<file path="config.mk">
export PLATFORM = sky130hd
export DESIGN_NAME = oa_fifo_icb_writer
export DESIGN_NICKNAME = d
export VERILOG_FILES = /design/src/rtl/oa_fifo_icb_writer.sv
export SDC_FILE = /design/constraint.sdc
export NUM_CORES = 1
export LEC_CHECK = 0
export CAP_MARGIN = 20
export CORE_ASPECT_RATIO = 0.75
export CORE_UTILIZATION = 46
export CTS_CLUSTER_DIAMETER = 80
export DETAILED_ROUTE_END_ITERATION = 10
export PLACE_DENSITY = 0.81
export SKIP_CTS_REPAIR_TIMING = 1
export SKIP_LAST_GASP = 1
export SLEW_MARGIN = 20
export SYNTH_ARGS = -nofsm -noshare
export SYNTH_HDL_FRONTEND = slang
export SYNTH_SLANG_ARGS = --single-unit
</file>
<file path="constraint.sdc">
create_clock -name clk -period 3.75 [get_ports clk]
set_input_delay 0.75 -clock clk [delete_from_list [all_inputs] [get_ports clk]]
set_output_delay 0.75 -clock clk [all_outputs]
set_load 0.01 [all_outputs]
</file>
<file path="src/rtl/oa_fifo_icb_writer.sv">
// OA FIFO drain: turns packed 32-bit activation words into strided ICB writes,
// tracking outstanding responses and reporting done/err to the EAI control FSM.
`timescale 1ns/1ps
module oa_fifo_icb_writer #(
    parameter int VLEN    = 16,
    parameter int MAX_OUT = 4
) (
    input  logic                   clk,
    input  logic                   rst,
    input  logic                   cfg_start,
    input  logic [31:0]            cfg_base_addr,
    input  logic [15:0]            cfg_row_stride,
    input  logic [$clog2(VLEN):0]  cfg_num_rows,
    input  logic [VLEN/4-1:0]      cfg_valid_num_col,
    output logic                   busy,
    output logic                   done,
    output logic                   err,
    input  logic                   oa_fifo_req,
    output logic [VLEN/4-1:0]      vec_valid_num_col,
    input  logic                   in_valid,
    output logic                   in_ready,
    input  logic                   in_row_switch,
    input  logic [3:0]             in_mask,
    input  logic [31:0]            in_data,
    output logic                   icb_cmd_valid,
    input  logic                   icb_cmd_ready,
    output logic [31:0]            icb_cmd_addr,
    output logic                   icb_cmd_read,
    output logic [31:0]            icb_cmd_wdata,
    output logic [3:0]             icb_cmd_wmask,
    input  logic                   icb_rsp_valid,
    output logic                   icb_rsp_ready,
    input  logic                   icb_rsp_err
);

    localparam int ROWW = $clog2(VLEN) + 1;
    localparam int COLW = $clog2(VLEN/4) + 1;
    localparam int OUTW = $clog2(MAX_OUT + 1);

    typedef enum logic [1:0] {S_IDLE, S_RUN, S_DRAIN, S_DONE} state_t;

    state_t             r_state;
    logic               r_busy;
    logic               r_done;
    logic               r_err;
    logic [VLEN/4-1:0]  r_vnc;
    logic [31:0]        r_row_addr;
    logic [15:0]        r_stride;
    logic [ROWW-1:0]    r_num_rows;
    logic [ROWW-1:0]    r_row_cnt;
    logic [COLW-1:0]    r_col_cnt;
    logic [OUTW-1:0]    r_out_cnt;

    logic               w_run;
    logic               w_can_issue;
    logic               w_mask_nz;
    logic               w_accept;
    logic               w_cmd_fire;
    logic               w_rsp_dec;
    logic               w_row_last;
    logic [OUTW-1:0]    w_out_nxt;
    logic               w_unused;

    // oa_fifo_req is informational only; the valid/ready handshake governs transfer
    assign w_unused = oa_fifo_req;

    assign w_run       = (r_state == S_RUN);
    assign w_can_issue = w_run && (r_out_cnt < OUTW'(MAX_OUT));
    assign w_mask_nz   = |in_mask;

    // Fully masked words never reach the bus, so they bypass the outstanding limit
    assign icb_cmd_valid = w_mask_nz & in_valid & w_can_issue;
    assign in_ready      = w_mask_nz ? (w_can_issue & icb_cmd_ready) : w_run;

    assign w_accept   = in_valid & in_ready;
    assign w_cmd_fire = icb_cmd_valid & icb_cmd_ready;
    assign w_rsp_dec  = icb_rsp_valid && (r_out_cnt != '0);
    assign w_out_nxt  = r_out_cnt + OUTW'(w_cmd_fire) - OUTW'(w_rsp_dec);
    assign w_row_last = (r_row_cnt + ROWW'(1)) == r_num_rows;

    assign icb_cmd_addr  = r_row_addr + 32'({r_col_cnt, 2'b00});
    assign icb_cmd_read  = 1'b0;
    assign icb_cmd_wdata = in_data;
    assign icb_cmd_wmask = in_mask;
    assign icb_rsp_ready = 1'b1;

    assign busy              = r_busy;
    assign done              = r_done;
    assign err               = r_err;
    assign vec_valid_num_col = r_vnc;

    always_ff @(posedge clk) begin
        if (rst) begin
            r_state    <= S_IDLE;
            r_busy     <= 1'b0;
            r_done     <= 1'b0;
            r_err      <= 1'b0;
            r_vnc      <= '0;
            r_row_addr <= '0;
            r_stride   <= '0;
            r_num_rows <= '0;
            r_row_cnt  <= '0;
            r_col_cnt  <= '0;
            r_out_cnt  <= '0;
        end else begin
            r_out_cnt <= w_out_nxt;
            if (r_busy && icb_rsp_valid && icb_rsp_err)
                r_err <= 1'b1;

            case (r_state)
                S_IDLE: begin
                    if (cfg_start) begin
                        r_err      <= 1'b0;
                        r_vnc      <= cfg_valid_num_col;
                        r_row_addr <= cfg_base_addr;
                        r_stride   <= cfg_row_stride;
                        r_num_rows <= cfg_num_rows;
                        r_row_cnt  <= '0;
                        r_col_cnt  <= '0;
                        if (cfg_num_rows == '0) begin
                            r_state <= S_DONE;
                            r_done  <= 1'b1;
                        end else begin
                            r_state <= S_RUN;
                            r_busy  <= 1'b1;
                        end
                    end
                end
                S_RUN: begin
                    if (w_accept) begin
                        if (in_row_switch) begin
                            r_row_addr <= r_row_addr + 32'(r_stride);
                            r_col_cnt  <= '0;
                            r_row_cnt  <= r_row_cnt + ROWW'(1);
                            if (w_row_last)
                                r_state <= S_DRAIN;
                        end else begin
                            r_col_cnt <= r_col_cnt + COLW'(1);
                        end
                    end
                end
                S_DRAIN: begin
                    if (w_out_nxt == '0) begin
                        r_state <= S_DONE;
                        r_busy  <= 1'b0;
                        r_done  <= 1'b1;
                    end
                end
                S_DONE: begin
                    r_state <= S_IDLE;
                    r_done  <= 1'b0;
                end
                default: r_state <= S_IDLE;
            endcase
        end
    end

endmodule

</file>
### After elaboration in Yosys (flattened, before gate mapping)

Index checks and enable logic that the tools add are counted.
W data, S select, Z words.

| storage, ports and cells | value |
|---|---|
| flip-flop bits (word level) | 73 |
| output and inout bits | 79 |
| word-level logic and storage cells | 83 |
| input bits | 102 |

| cells by class | value |
|---|---|
| magnitude comparators | 1 |
| $add $sub $neg | 6 |
| mux-type cells | 31 |
| reductions and logical operators | 18 |
| bitwise gates (word level) | 5 |
| eq/ne operators | 11 |

Operators by type and width:

| operator | number |
|---|---|
| $mux W32 | 3 |
| $pmux W32 S2 | 1 |
| $add A32 B16 Y32 | 1 |
| $add A32 B5 Y32 | 1 |
| $mux W5 | 3 |
| $mux W2 | 6 |
| $reduce_and A4 Y1 | 3 |
| $mux W1 | 10 |
| $ne A2 B2 Y1 const B | 5 |
| $pmux W5 S2 | 1 |
| $mux W3 | 3 |
| $pmux W2 S4 | 1 |
| $pmux W3 S2 | 1 |
| $reduce_bool A3 Y1 | 2 |
| $add A5 B1 Y5 const B | 1 |
| $and A1 B1 Y1 | 5 |
| $eq A5 B5 Y1 | 1 |
| $logic_not A5 Y1 | 1 |
| $reduce_and A5 Y1 | 1 |
| $eq A2 B2 Y1 const B | 2 |
| $logic_and A1 B1 Y1 | 4 |
| $ne A2 B1 Y1 const B | 2 |
| $reduce_bool A2 Y1 | 2 |
| $reduce_or A4 Y1 | 1 |
| other kinds (11) | 11 |

### Longest topological paths before layout

| depth | value |
|---|---|
| depth after elaboration | 9 |
| depth in mapped cells | 17 |
| gate-level depth less buffers | 15 |

### Worst setup path after synthesis

Ideal clock, no wire load.

| timing | value |
|---|---|
| path kind | flip-flop to flip-flop |
| start point | register r_state[1] |
| end point | register r_state[0] |
| stages on the path, launching flop included | 17 |
| period minus slack after synthesis | 3.456 ns |
| path buffers | 2 |
| path slack | 0.294 ns |
| arrival | 3.335 ns |
| data required time | 3.628 ns |
| library setup time | 0.122 ns |
| cell sequence | dfxtp_1 inv_1 ha_1 clkbuf_1 clkbuf_1 nand2_1 nor3_1 nand2_1 ha_1 inv_1 ha_1 fa_1 xnor2_1 nor3_1 o22a_1 o21ai_2 o311a_1 |

| on the way | value |
|---|---|
| word-level cells in the longest chain between the ends | 9 |
| elaborated cells on any way between the ends | 20 |
| classes of those cells | 2 x add/sub; 8 x eq/ne; 2 x mux; 4 x bitwise; 4 x reduce/logical |

Ends and longest elaborated chain:

| element | RTL line | RTL |
|---|---|---|
| start, declared | 42 | `state_t r_state;` |
| start signal, assigned | 94 | `r_state <= S_IDLE;` |
| start signal, assigned | 121 | `r_state <= S_DONE;` |
| start signal, assigned | 124 | `r_state <= S_RUN;` |
| $eq A2 B1 Y1 | 67 | `assign w_run = (r_state == S_RUN);` |
| $logic_and A1 B1 Y1 | 68 | `assign w_can_issue = w_run && (r_out_cnt < OUTW'(MAX_OUT));` |
| $and A1 B1 Y1 | 72 | `assign icb_cmd_valid = w_mask_nz & in_valid & w_can_issue;` |
| via icb_cmd_valid | 25 | `output logic icb_cmd_valid,` |
| $and A1 B1 Y1 | 76 | `assign w_cmd_fire = icb_cmd_valid & icb_cmd_ready;` |
| $add A3 B1 Y3 | 78 | `assign w_out_nxt = r_out_cnt + OUTW'(w_cmd_fire) - OUTW'(w_rsp_dec);` |
| $sub A3 B1 Y3 | 78 |  |
| $logic_not A3 Y1 | 143 | `if (w_out_nxt == '0) begin` |
| $ne A2 B2 Y1 (no line) | - |  |
| $reduce_and A5 Y1 (no line) | - |  |

The timed path passes the listed nets, and every way through them passes these cells.
A chain may end at the register's enable or synchronous reset.

### Worst setup path after layout

| timing | value |
|---|---|
| start point | register r_row_addr[2] |
| end point | output icb_cmd_addr[18] |

| on the way | value |
|---|---|
| word-level cells in the longest chain between the ends | 1 |

Ends and longest elaborated chain:

| element | RTL line | RTL |
|---|---|---|
| start, declared | 47 | `logic [31:0] r_row_addr;` |
| start signal, assigned | 115 | `r_row_addr <= cfg_base_addr;` |
| start signal, assigned | 132 | `r_row_addr <= r_row_addr + 32'(r_stride);` |
| $add A32 B5 Y32 | 81 | `assign icb_cmd_addr = r_row_addr + 32'({r_col_cnt, 2'b00});` |
| end, declared | 27 | `output logic [31:0] icb_cmd_addr,` |

Every way passes these cells.

==> metrics <==
failing checks=DRC; Fill cells=approximately 1.0k; Cell Count, Final, Fillers Out=890; switching share of power=0.422; leakage power total=between 0.002 and 0.003 uW; IO Pins=between 150 and 200; Tmin final=about 3700 ps; crit-path cells=ha_1, inv_1, fa_1, inv_1, a21o_1, nand4_1, nor2_2, nand4_1, xnor2_1, clkdlybuf4s50_1; WL/cell=between 15 and 20 um; post-DR vias/cell=approximately 5.7; H-tree depth=3; register area share after synthesis=0.281; PwrDens=~610 nW/um^2; Clock Root Buffer=clkbuf_16; library cells used by synthesis=65; Async SR Flop Fraction=0; pin count of the biggest net entering global routing=35; Worst path slowest cell=clkdlybuf4s50_1; Psw=approximately 1700 uW; Max Freq=271 MHz; commonest non-fill, non-tap cell in the layout=clkdlybuf4s50_1; Area Growth Syn to Fin=24.7%; port bufs=113; # DRC=22; chip width=~120 um; final worst-path cycle share=0.985; final net count=around 880; data arrival time of the worst path=2940 ps; FF-to-FF path depth=14; crit-path max FO=3; CTS Sinks=73; Largest stage delay, worst path=roughly 570 ps; hold path startpoint=vec_valid_num_col[1]; worst skew pair latency=about 340 ps; setup TNS=0 ps; initial core utilization=0.474; CTS tree=yes; Yosys warning total=0; status=finished, violations left; Final Hold Viols=0; Worst setup SP type=flip-flop; layout cells sized above 1=0.0773; reg2reg end=r_state[0]; dpl cells=approximately 870; Internal Dissipation=between 2000 and 2500 uW; clock-pin slew on the worst setup and hold paths=around 60 ps; Final setup viols=0; Setup Skew=6.00 ps; top_reg_cell synth=dfxtp_1; detailed-placement wirelength estimate=11300 um; GRT Total Usage=0.255; initial antenna violation count=0; Mapped Area=~5200 sq um; leading cell types in the layout, fill and taps excluded=clkdlybuf4s50_1 (110), nand2_1 (107), dfxtp_1 (72); gr ovfl total=0; peak supply drop=0.259 mV; Clk pwr share=0.195; Reg2Reg Launch Point=r_state[1]; R2R Setup Slk=roughly 780 ps; number of max-cap violations=0; TritonRoute pass-1 iters=8; EDFF count, synth=0; Syn Nets=806; Worst Hold Class=reg -> reg; Worst-Margin Slew=about 960 ps; Core Area=between 10000 and 15000 sq um; placement row count=33; synthesized area per cell=a little under 8 sq um; die footprint=~12000 sq um; Reg power frac=0.304; total CTS buffers=9; Chip Height=94.2 um; Synth Instances=just under 700; Vias=between 5k and 6k; utilization after layout=0.591; hold path cells=2; initial drt markers=400; WP data required=around 3000 ps; Hold WS=451 ps; GPL Wtd Cong=between 0.9 and 1; Total Power=slightly below 4000 uW; DRT antenna net count=0; type of the worst setup path=reg -> out; vias in the first global route=4839; maximum root-to-sink buffer count=2; total length of routed wires=roughly 15000 um; global-route wire length before repair=23800 um; CP Capture Type=output port; hold endpoint=vec_valid_num_col[1]; Final Max Tran Viols=0; flops & latches, synth=73; Ant. Diodes=0; slew margin rel.=0.360; combinational group share of total power=0.501
## worst max-delay path, delay by kind of cell, from the launching register on
family                     cells  cell delay (ps)
AOI/OAI and AO/OA              1              130
xor gates and xnor gates       1              270
adders and majority gates      2              580
buffers and inverters          3              700
DFF                            1              360
and+or+nand+nor                3              540
## cells by family (layout without fill, tap and decap cells)
logic type	count (synthesis)	in the layout	share of synthesized area
and+or+nand+nor	249	249	0.225
AOI/OAI and AO/OA	173	173	0.224
buffers and inverters	91	167	0.0973
DFF	73	73	0.281
xor gates and xnor gates	50	50	0.0841
adders and majority gates	30	30	0.0764
muxes	6	6	0.0115
other	2	2	0.00144
## worst max path at each step
stage | start | to | cells after the start
after detailed placement | in_mask[3] | r_state[0] | 13
after global routing | r_row_addr[2] | icb_cmd_addr[18] | 10
after floorplan | r_state[1] | r_state[0] | 16
after CTS | r_col_cnt[0] | icb_cmd_addr[26] | 11
final | r_row_addr[2] | icb_cmd_addr[18] | 10
after global placement | in_mask[3] | r_state[0] | 13
## stage by stage
step / setup slack (ps) / cell area (sq um)
finish: 56.7 / 6490
detailed placement: 56.6 / 6190
global route: -0.779 / 6490
CTS: -66.0 / 6450
floorplan: 294 / 5210
global placement: 188 / 6190
## metal layers
metal | vias up | global-route usage | routed length [um]
li1 | 2482 | - | -
met1 | 2404 | 0.326 | 6730
met2 | 182 | 0.427 | 6860
met3 | 26 | 0.0552 | 899
met4 | 0 | 0.0864 | 308
met5 | - | 0 | 0
## flip-flops by register name, indices dropped and copies added, names as in the netlist
signal	flops
busy	1
err	1
r_row_cnt	5
r_col_cnt	3
r_out_cnt	3
r_row_addr	32
done	1
r_stride	16
vec_valid_num_col	4
r_state	2
r_num_rows	5
## cell usage after synthesis (all sizes together) (7+ instances only)
library cell / instances / share of area
a21o: 11 / 0.016
nor3: 12 / 0.012
xnor2: 26 / 0.044
and2: 9 / 0.011
a31oi: 7 / 0.0084
and3: 9 / 0.011
nand4: 11 / 0.013
nand3: 25 / 0.024
buf: 51 / 0.068
xor2: 24 / 0.040
nand2: 108 / 0.079
clkbuf: 18 / 0.013
a21oi: 59 / 0.057
ha: 27 / 0.065
dfxtp: 73 / 0.28
o311ai: 10 / 0.017
o21ai: 32 / 0.032
inv: 22 / 0.016
nor2: 51 / 0.037
a211oi: 11 / 0.017
## area by class of cell
| type | count | area [sq um] | area share |
|---|---|---|---|
| Sequential cell | 73 | 1460 | 0.225 |
| Inverter | 22 | 82.6 | 0.0127 |
| Timing Repair Buffer | 129 | 1250 | 0.193 |
| Clock inverter | 7 | 37.5 | 0.00578 |
| Clock buffer | 9 | 225 | 0.0347 |
| Multi-Input combinational cell | 510 | 3260 | 0.502 |
| Tap cell | 140 | 175 | 0.0270 |
## power by group through the flow
stage	combinational [uW]	clock (uW)	sequential, uW
3_5_place_dp	1970	0	1220
6_report	1990	773	1210
4_1_cts	1980	785	1200
5_1_grt	2200	818	1240
2_1_floorplan	1340	0	1150
3_3_place_gp	1900	0	1200
Note: power is estimated with default switching activity, not from simulation.
